`src/rtl/debounce_pkg.sv`:
```
// Shared types and constants for the debounce filter.
// Holds the FSM state encoding and the default qualification length.
package debounce_pkg;

  // Number of extra consecutive agreeing samples needed to accept a new level.
  localparam int DEBOUNCE_CYCLES_DEFAULT = 4;

  // The two stable states hold a clean level. The two check states are
  // qualifying a candidate change. All four 2-bit encodings are used.
  typedef enum logic [1:0] {
    ST_LOW      = 2'b00,
    ST_CHK_HIGH = 2'b01,
    ST_HIGH     = 2'b10,
    ST_CHK_LOW  = 2'b11
  } state_t;

endpackage

```
`src/rtl/sync2.sv`:
```
// Two-flop synchronizer for bringing an asynchronous level into the clk domain.
// Both flops reset to 0, so a reset always presents a low level downstream.
module sync2 (
  input  logic clk,
  input  logic rst,
  input  logic d,
  output logic q
);

  logic r_meta;
  logic r_q;

  // Shift the raw level through two flops; the first may go metastable.
  always_ff @(posedge clk or posedge rst) begin
    if (rst) begin
      r_meta <= 1'b0;
      r_q    <= 1'b0;
    end else begin
      r_meta <= d;
      r_q    <= r_meta;
    end
  end

  assign q = r_q;

endmodule

```
`src/rtl/debounce_filter.sv`:
```
// Debounce filter for a bouncing switch or pin.
// A new level is accepted only after DEBOUNCE_CYCLES+1 consecutive samples
// agree. Any shorter pulse or glitch is rejected, and the count starts again.
// Optional macro DEBOUNCE_SYNC_EN puts a two-flop synchronizer (sync2) in front
// of the FSM. That lets 'in' be asynchronous, at the cost of 2 cycles of latency.
// The current FSM state is visible on dbg_state so checkers can observe it.
module debounce_filter
  import debounce_pkg::*;
#(
  parameter int DEBOUNCE_CYCLES = DEBOUNCE_CYCLES_DEFAULT
) (
  input  logic   clk,
  input  logic   rst,
  input  logic   in,
  output logic   out,
  output logic   busy,
  output state_t dbg_state
);

  localparam int CNT_W = $clog2(DEBOUNCE_CYCLES + 1);
  localparam logic [CNT_W-1:0] CNT_LAST = CNT_W'(DEBOUNCE_CYCLES - 1);

  logic             w_s;
  state_t           r_state;
  state_t           w_state_nxt;
  logic [CNT_W-1:0] r_cnt;
  logic [CNT_W-1:0] w_cnt_nxt;

`ifdef DEBOUNCE_SYNC_EN
  sync2 u_sync2 (
    .clk (clk),
    .rst (rst),
    .d   (in),
    .q   (w_s)
  );
`else
  assign w_s = in;
`endif

  // State and qualification counter register; reset discards any qualification.
  always_ff @(posedge clk or posedge rst) begin
    if (rst) begin
      r_state <= ST_LOW;
      r_cnt   <= '0;
    end else begin
      r_state <= w_state_nxt;
      r_cnt   <= w_cnt_nxt;
    end
  end

  // Next-state logic. The counter only runs while a check state keeps seeing
  // the candidate level. Every other path clears it, so an abort never carries
  // a count over into the next qualification.
  always_comb begin
    w_state_nxt = r_state;
    w_cnt_nxt   = '0;
    case (r_state)
      ST_LOW: begin
        if (w_s) w_state_nxt = ST_CHK_HIGH;
      end
      ST_CHK_HIGH: begin
        if (!w_s) begin
          w_state_nxt = ST_LOW;
        end else if (r_cnt == CNT_LAST) begin
          w_state_nxt = ST_HIGH;
        end else begin
          w_cnt_nxt = r_cnt + CNT_W'(1);
        end
      end
      ST_HIGH: begin
        if (!w_s) w_state_nxt = ST_CHK_LOW;
      end
      ST_CHK_LOW: begin
        if (w_s) begin
          w_state_nxt = ST_HIGH;
        end else if (r_cnt == CNT_LAST) begin
          w_state_nxt = ST_LOW;
        end else begin
          w_cnt_nxt = r_cnt + CNT_W'(1);
        end
      end
      default: begin
        w_state_nxt = ST_LOW;
      end
    endcase
  end

  // Moore outputs decoded from the registered state only.
  // There is no combinational path from 'in' to these outputs.
  assign out       = (r_state == ST_HIGH) || (r_state == ST_CHK_LOW);
  assign busy      = (r_state == ST_CHK_HIGH) || (r_state == ST_CHK_LOW);
  assign dbg_state = r_state;

endmodule

```
`config.mk`:
```
export PLATFORM = sky130hd
export DESIGN_NAME = debounce_filter
export DESIGN_NICKNAME = d
export VERILOG_FILES = /design/src/rtl/debounce_pkg.sv /design/src/rtl/sync2.sv /design/src/rtl/debounce_filter.sv
export SDC_FILE = /design/constraint.sdc
export NUM_CORES = 1
export LEC_CHECK = 0
export ABC_AREA = 1
export BUFFER_PORTS_ARGS = -buffer_cell sky130_fd_sc_hd__buf_2
export CORE_AREA = 2 2 39 41
export CTS_BUF_LIST = sky130_fd_sc_hd__clkbuf_4
export DETAILED_ROUTE_END_ITERATION = 6
export DIE_AREA = 0 0 41 43
export GPL_TIMING_DRIVEN = 0
export PLACE_DENSITY = 0.42
export SYNTH_ARGS = -nofsm -noshare
export SYNTH_HDL_FRONTEND = slang
export SYNTH_SLANG_ARGS = --single-unit
```
`constraint.sdc`:
```
create_clock -name clk -period 1.6 [get_ports clk]
set_clock_uncertainty 0.2 [all_clocks]
set_input_delay 0.32 -clock clk [delete_from_list [all_inputs] [get_ports clk]]
set_output_delay 0.32 -clock clk [all_outputs]
set_load 0.01 [all_outputs]
```
**Word-level counts from Yosys, hierarchy flattened**

Cells that the tools add are included.

- Logic and storage cells: 26
- Input bits: 3
- Register bits after elaboration: 5

- Muxes and demuxes: 11
- Equal/unequal tests: 8
- Reductions and logical operators: 4
- Add/subtract/negate cells: 1

Operators with widths:

| cell | number |
|---|---|
| $mux 2 | 6 |
| $mux 3 | 3 |
| $pmux 2 s4 | 1 |
| $ne 3x3->1 const B | 2 |
| $pmux 3 s2 | 1 |
| $eq 2x2->1 const B | 2 |
| $ne 2x2->1 const B | 2 |
| $reduce_and 4->1 | 1 |
| $add 3x1->3 const B | 1 |
| $eq 3x2->1 const B | 1 |
| $eq 2x1->1 const B | 1 |
| $logic_not 2->1 | 1 |
| $logic_or 1x1->1 | 2 |

**Depth between registers and ports, before layout**

Gate-level depths: netlist (run 1).

- Depth after elaboration: 4
- Depth in mapped cells: 5
- Mapped depth without buffers: 5

**Worst setup path before layout (run 1)**

No wires, ideal clock.

- Path type: reg2reg
- Start point: register r_cnt[0]
- End point: register r_cnt[0]
- Arrival time: 0.852 ns
- Path slack: 0.477 ns
- Buffers on the path: 0
- Stages on the path, launching flop included: 5
- Cells stage by stage: dfrtp_1 > ha_1 > a21oi_2 > nand2_1 > nor2_1

- Word-level cells in the longest chain between the ends: 4
- Elaborated cells on any way between the ends: 6
- Classes of those cells: add/sub (1); eq/ne (1); mux (4)

Ends and longest elaborated chain:

| element | line | RTL |
|---|---|---|
| from (decl) | debounce_filter.sv:26 | `logic [CNT_W-1:0] r_cnt;` |
| from (signal assigned) | debounce_filter.sv:47 | `r_cnt <= w_cnt_nxt;` |
| $add 3x1->3 or $eq 3x2->1 (tied branches) | n/a |  |
| $mux 3 * | debounce_filter.sv:64, debounce_filter.sv:76 |  |
| $mux 3 (on tied branches) | debounce_filter.sv:74, debounce_filter.sv:62 |  |
| $pmux 3 s2 * | debounce_filter.sv:57 | `case (r_state)` |
| net w_cnt_nxt[0] | debounce_filter.sv:27 | `logic [CNT_W-1:0] w_cnt_nxt;` |

Mark *: on every way through the listed nets, which the timed path passes. The rest lies on a longest branch.
A chain may end at the register's enable or synchronous reset.

==> out/qor_table.md, run 1 <==
| Quantity | This run |
|:---|:---|
| Result of the run | completed |
| Worst min-delay path category | in -> reg |
| Switching Share | 0.318 |
| Worst-path clk slew | 0.05 ns |
| Synthesized net count | 35 |
| Startpoint Class | flip-flop |
| Proportion of layout cells with a drive suffix above 1 | 0.333 |
| CP Class | reg -> out |
| Avg Synthesized Cell Area | 7.83 um^2 |
| Buffers on Ports | 6 |
| Leakage | 0.180 nW |
| Maximum fanout along the worst path | 5 |
| Resized cells post-CTS | 0 |
| Clk sink count | 5 |
| Sequential fraction of design power | 0.369 |
| Number of max-cap violations | 0 |
| Last weighted congestion value of the routability-driven placer | 0.647 |
| Logic depth of the worst register-to-register path | 4 |
| Std-Cell Core Area | 1380 um^2 |
| Die footprint | 1760 um^2 |
| TritonCTS clock tree | built |
| Net switching power figure | 151 uW |
| Width of the die | 41 um |
| Clk root buf | clkbuf_4 |
| Netlist area before placement | 243 um^2 |
| Initial standard-cell utilization of the core | 0.175 |
| Count of endpoints failing setup in the final report | 0 |
| Setup repair after global routing missed its margin | false |
| Diode count | 0 |
| Post-Route Setup TNS | 0 ns |
| Global-route wire length before repair | 600 um |
| Minimum clock period | 1.38 ns |
| Part of the total power dissipated in combinational logic | 0.291 |
| Number of global-route vias before repair | 171 |
| Post-Layout Cell Count | 58 |
| Cell Pwr Density | 1430 nW/um^2 |
| DRC marker count from the first detailed-route iteration | 4 |
| Critical Path End Type | output pin |
| Later-pin clock latency in the skew report | 0.24 ns |
| Number of placement rows | 14 |
| H-tree lvl count | 1 |
| Detailed-route DRC error count | 0 |
| Overall routed net length | 398 um |
| Antenna violations before repair | 0 |
| Required time of the worst setup path | 1.08 ns |
| Total overflow reported by the global router | 0 |
| Residual antenna-violating net count after detailed routing | 0 |
| Unique masters post-synth | 11 |
| Number of register bits inferred by synthesis | 5 |
| Worst-case vdd ir drop | 0.625 mV |
| Hold path depth | 3 |
| Final hold violation count | 0 |
| Largest net degree at the start of global routing | 6 |
| Detailed placement HPWL | 316 um |
| Pre-Repair DR Iteration Count | 2 |
| Total number of nets in the final design | 47 |
| Portion of the post-synthesis area used by sequential elements | 0.515 |
| Cells after Synth | 31 |
| Clock network fraction of design power | 0.339 |
| Final worst path period share | 0.866 |
| Internal Dissipation | 324 uW |
| Maximum clock rate | 722 MHz |
| Num CTS Buffers | 3 |
| Worst Max-Slew Pin Slew | 0.208 ns |
| Arrival time at the worst endpoint | 0.86 ns |
| Vias per inst | 3.67 |
| Total number of vias | 213 |
| Signed area change from the synthesized netlist to the final layout | 37.1% |
| Number of slew-limit violations in the final report | 0 |
| Warnings, synthesis | 0 |
| Total global-route track usage | 0.0574 |
| Ports | 7 |
| Die span in y | 43 um |
| Cell total after placement | 53 |
| Relative slew slack | 0.861 |
| Deepest clock path buffer count | 2 |
| Routed wirelength normalized by instance count | 6.86 um |
-- logic make-up (layout without fill, tap and decap cells) --
| logic type | after synthesis | after routing | share of synthesized area |
|---|---|---|---|
| simple gates | 14 | 14 | 0.237 |
| compound gates | 2 | 2 | 0.0567 |
| buf+inv | 9 | 20 | 0.139 |
| flops | 5 | 5 | 0.515 |
| fa+ha+maj | 1 | 1 | 0.0515 |
-- per-stage QoR --
stage	power (mW)	instance area (um^2)	setup slack, ns	util	hold slack [ns]
finish	0.475	333	0.215	0.241	0.122
global route	0.518	333	0.155	0.241	0.136
CTS	0.488	333	0.191	0.241	0.114
detailed placement	0.317	293	0.411	0.212	0.0352
global placement	0.316	293	0.418	0.212	0.0349
floorplan	0.268	243	0.477	-	-0.101
-- power by group through the flow --
stage,clock [mW],combinational (mW),sequential (mW)
global route,0.179,0.159,0.180
global placement,0,0.139,0.178
finish,0.161,0.138,0.175
detailed placement,0,0.139,0.179
CTS,0.170,0.141,0.177
floorplan,0,0.0837,0.184
-- repair_timing --
| item | 4_1_cts | 5_1_grt |
|---|---|---|
| hold buffers | 1 | 0 |
| hold endpoints to repair | 5 | 0 |
| buffers inserted | 0 | 0 |
| endpoints found under the setup margin | 0 | 0 |
-- synth_stat cells --
cell type  n  area (um^2)
nand2_2    1         6.26
dfrtp_1    5          125
ha_1       1         12.5
inv_1      6         22.5
a21oi_2    1         8.76
nand2_1    7         26.3
inv_2      1         3.75
nor2_1     5         18.8
nor2_2     1         6.26
clkbuf_1   2         7.51
o21ai_1    1         5.00
-- layer usage --
metal | up-vias | track usage | wire length [um]
li1 | 109 | - | -
met1 | 95 | 0.0455 | 178
met2 | 9 | 0.0781 | 161
met3 | 0 | 0.0785 | 57
met4 | 0 | 0.0200 | 0
met5 | - | 0 | 0
-- layout by cell type, fill, tap and decap left out --
cell type      Yosys  final
a21oi_2            1      1
nor2_2             1      1
clkbuf_4           0      4
inv_1              6      6
dfrtp_1            5      5
nor2_1             5      5
nand2_1            7      7
buf_2              0      6
inv_2              1      1
clkbuf_1           2      2
dlygate4sd3_1      0      1
o21ai_1            1      1
ha_1               1      1
nand2_2            1      1
-- worst paths after layout --
path                               startpoint                       end  slack (ns)
max in group asynchronous                 rst        r_cnt[1]$_DFF_PP0_        0.69
min                                        in                 flip-flop        0.12
min reg2reg                r_cnt[0]$_DFF_PP0_        r_cnt[0]$_DFF_PP0_        0.24
max reg2reg                r_cnt[0]$_DFF_PP0_        r_cnt[0]$_DFF_PP0_        0.41
max                                 flip-flop                       out        0.22
min in group asynchronous                 rst  dbg_state[0]$_DFFE_PP0P_        0.33
-- area by class of cell --
type / count / area, um^2
fill: 160 / 1050
sequential: 5 / 125
multi-input combinational: 17 / 83.8
timing repair buffer: 7 / 40.0
clock buffer: 4 / 30.0
inverter: 7 / 26.3
tap: 16 / 20.0
buffer: 2 / 7.51
-- critical path: stages, from the launching register on --
cell and delay (ns):
dfrtp_1 0.40, clkbuf_1 0.10, buf_2 0.13
(Power assumes the default switching activity.)
==> run 2: changes to the inputs <==
- BUFFER_PORTS_ARGS: -buffer_cell sky130_fd_sc_hd__buf_2 -> default
- CELL_PAD_IN_SITES_DETAIL_PLACEMENT: default -> 0
- CELL_PAD_IN_SITES_GLOBAL_PLACEMENT: default -> 2
- DONT_BUFFER_PORTS: default -> 1
- PLACE_DENSITY: 0.42 -> 0.53
==> run 2 against run 1 <==
Sequential cell count unchanged; die area unchanged; global-route usage increased by 1.8 points; worst setup slack improved by 0.010 ns; clock-buffer cell count unchanged; wire length increased by 4.3%; combinational power decreased by 28%; maximum frequency increased by 0.73%; via count decreased by 10%; non-clock buffer count decreased by 5.
==> out/qor_table.md, run 2 (same netlist as run 1, synthesis figures left out) <==
| Quantity | This run | Change |
|:---|:---|:---|
| Result of the run | completed |  |
| Total number of vias | 191 | -10% |
| Die span in y | 43 um | unchanged |
| Startpoint Class | flip-flop |  |
| Leakage | 0.162 nW | -9.7% |
| Count of endpoints failing setup in the final report | 0 | unchanged |
| Initial standard-cell utilization of the core | 0.175 | unchanged |
| Pre-Repair DR Iteration Count | 2 | unchanged |
| Antenna violations before repair | 0 | unchanged |
| Detailed-route DRC error count | 0 | unchanged |
| Critical Path End Type | output pin |  |
| Post-Layout Cell Count | 53 | -8.6% |
| Hold bufs inserted after CTS | 2 | +1 |
| Worst-path clk slew | 0.05 ns | about the same |
| Total overflow reported by the global router | 0 | unchanged |
| Number of placement rows | 14 | unchanged |
| Detailed placement HPWL | 338 um | +6.9% |
| Cell family contributing the most delay on the critical path | flip-flops |  |
| Global-route wire length before repair | 821 um | +37% |
| Number of slew-limit violations in the final report | 0 | unchanged |
| Cell Pwr Density | 1430 nW/um^2 | +0.55% |
| Setup repair after global routing missed its margin | false |  |
| Post-Route Setup TNS | 0 ns | unchanged |
| Overall routed net length | 415 um | +4.3% |
| Die footprint | 1760 um^2 | unchanged |
| Number of global-route vias before repair | 213 | +25% |
| Relative slew slack | 0.866 | +0.00477 |
| H-tree lvl count | 1 | unchanged |
| Buf+Inv Stages, Crit Path | 1 | -1 |
| CP Cell Sequence | clkbuf_1 |  |
| Std-Cell Core Area | 1380 um^2 | unchanged |
| Later-pin clock latency in the skew report | 0.24 ns | about the same |
| Required time of the worst setup path | 1.08 ns | about the same |
| Deepest clock path buffer count | 2 | unchanged |
| Number of max-cap violations | 0 | unchanged |
| Most common cell after layout, fill and taps aside | nand2_1 |  |
| Post-CTS Setup Inserts | 0 | unchanged |
| DRC marker count from the first detailed-route iteration | 4 | unchanged |
| Residual antenna-violating net count after detailed routing | 0 | unchanged |
| Maximum clock rate | 727 MHz | +0.73% |
| Cell with the largest stage delay on the worst path | dfrtp_1 |  |
| Last weighted congestion value of the routability-driven placer | 0.706 | +9.0% |
| Width of the die | 41 um | unchanged |
| Diode count | 0 | unchanged |
| Arrival time at the worst endpoint | 0.85 ns | about the same |
| Resized cells post-CTS | 0 | unchanged |
| Vias per inst | 3.60 | -1.9% |
| Routed wirelength normalized by instance count | 7.83 um | +14% |
| CP Class | reg -> out |  |
| TritonCTS clock tree | built |  |
| Peak per-stage delay on the critical path | 0.44 ns | +0.04 ns |
| Final worst path period share | 0.859 | -0.00632 |
| Num CTS Buffers | 3 | unchanged |
| Proportion of layout cells with a drive suffix above 1 | 0.216 | -0.117 |
| Clk root buf | clkbuf_4 |  |
| Minimum clock period | 1.37 ns | -0.0101 ns |
| Signed area change from the synthesized netlist to the final layout | 28.9% |  |
| Leading cell types in the layout, fill and taps excluded | nand2_1 (7), inv_1 (6), nor2_1 (5), dfrtp_1 (5), clkbuf_4 (4) |  |
| Total global-route track usage | 0.0756 | +0.0182 |
| Buffers on Ports | 0 | -6 |
| Largest net degree at the start of global routing | 6 | unchanged |
| Total number of nets in the final design | 42 | -11% |
| Maximum fanout along the worst path | 5 | unchanged |
| Cell total after placement | 47 | -11% |
| Ports | 7 | unchanged |
| Clk sink count | 5 | unchanged |
| Worst min-delay path category | in -> reg |  |
| Worst Max-Slew Pin Slew | 0.201 ns | -0.00693 ns |
| Worst-case vdd ir drop | 0.468 mV | -25% |
| Final hold violation count | 0 | unchanged |
run 2: cell types whose count changed in the layout (fill, tap and decap cells not counted):
cell	change
buf_2	-6
dlygate4sd3_1	+1
run 2: layout make-up:
cell class                      instances  area (um^2)
Tap cell                               16         20.0
Buffer                                  2         7.51
Clock buffer                            4         30.0
Fill cell                             163         1070
Inverter                                7         26.3
Timing Repair Buffer                    2         20.0
Multi-Input combinational cell         17         83.8
Sequential cell                         5          125
run 2: routing by layer:
metal  part of all wire  global-route usage
met2               0.51              0.0906
met4                  0              0.0800
met5                  0                   0
met3              0.053              0.0524
met1               0.43              0.0782
run 2: final timing paths:
path | slack [ns] | startpoint | to | cells past startpoint
max in group asynchronous | 0.81 | rst | async pin | 2
hold reg to reg | 0.23 | r_cnt[0]$_DFF_PP0_ | r_cnt[0]$_DFF_PP0_ | 1
min in group asynchronous | 0.22 | rst | r_cnt[2]$_DFF_PP0_ | 2
setup reg to reg | 0.41 | r_cnt[0]$_DFF_PP0_ | r_cnt[0]$_DFF_PP0_ | 4
hold / removal | 0.14 | in | dbg_state[0]$_DFFE_PP0P_ | 4
setup / recovery | 0.23 | flip-flop | out | 1
run 2: through the flow:
step                setup WS, ns  hold slack [ns]  utilization  cell area, um^2  power (mW)
CTS                        0.201            0.134        0.226              313       0.463
floorplan                  0.477           -0.101            -              243       0.268
detailed placement         0.405          -0.0682        0.190              263       0.287
global route               0.167            0.141        0.226              313       0.489
global placement           0.420          -0.0699        0.190              263       0.287
finish                     0.225            0.138        0.226              313       0.449
run 2: where the power goes:
part / switching, mW / internal [mW]
Combinational: 0.0633 / 0.0361
Clock: 0.0519 / 0.111
Sequential: 0.0315 / 0.155
Total: 0.147 / 0.302
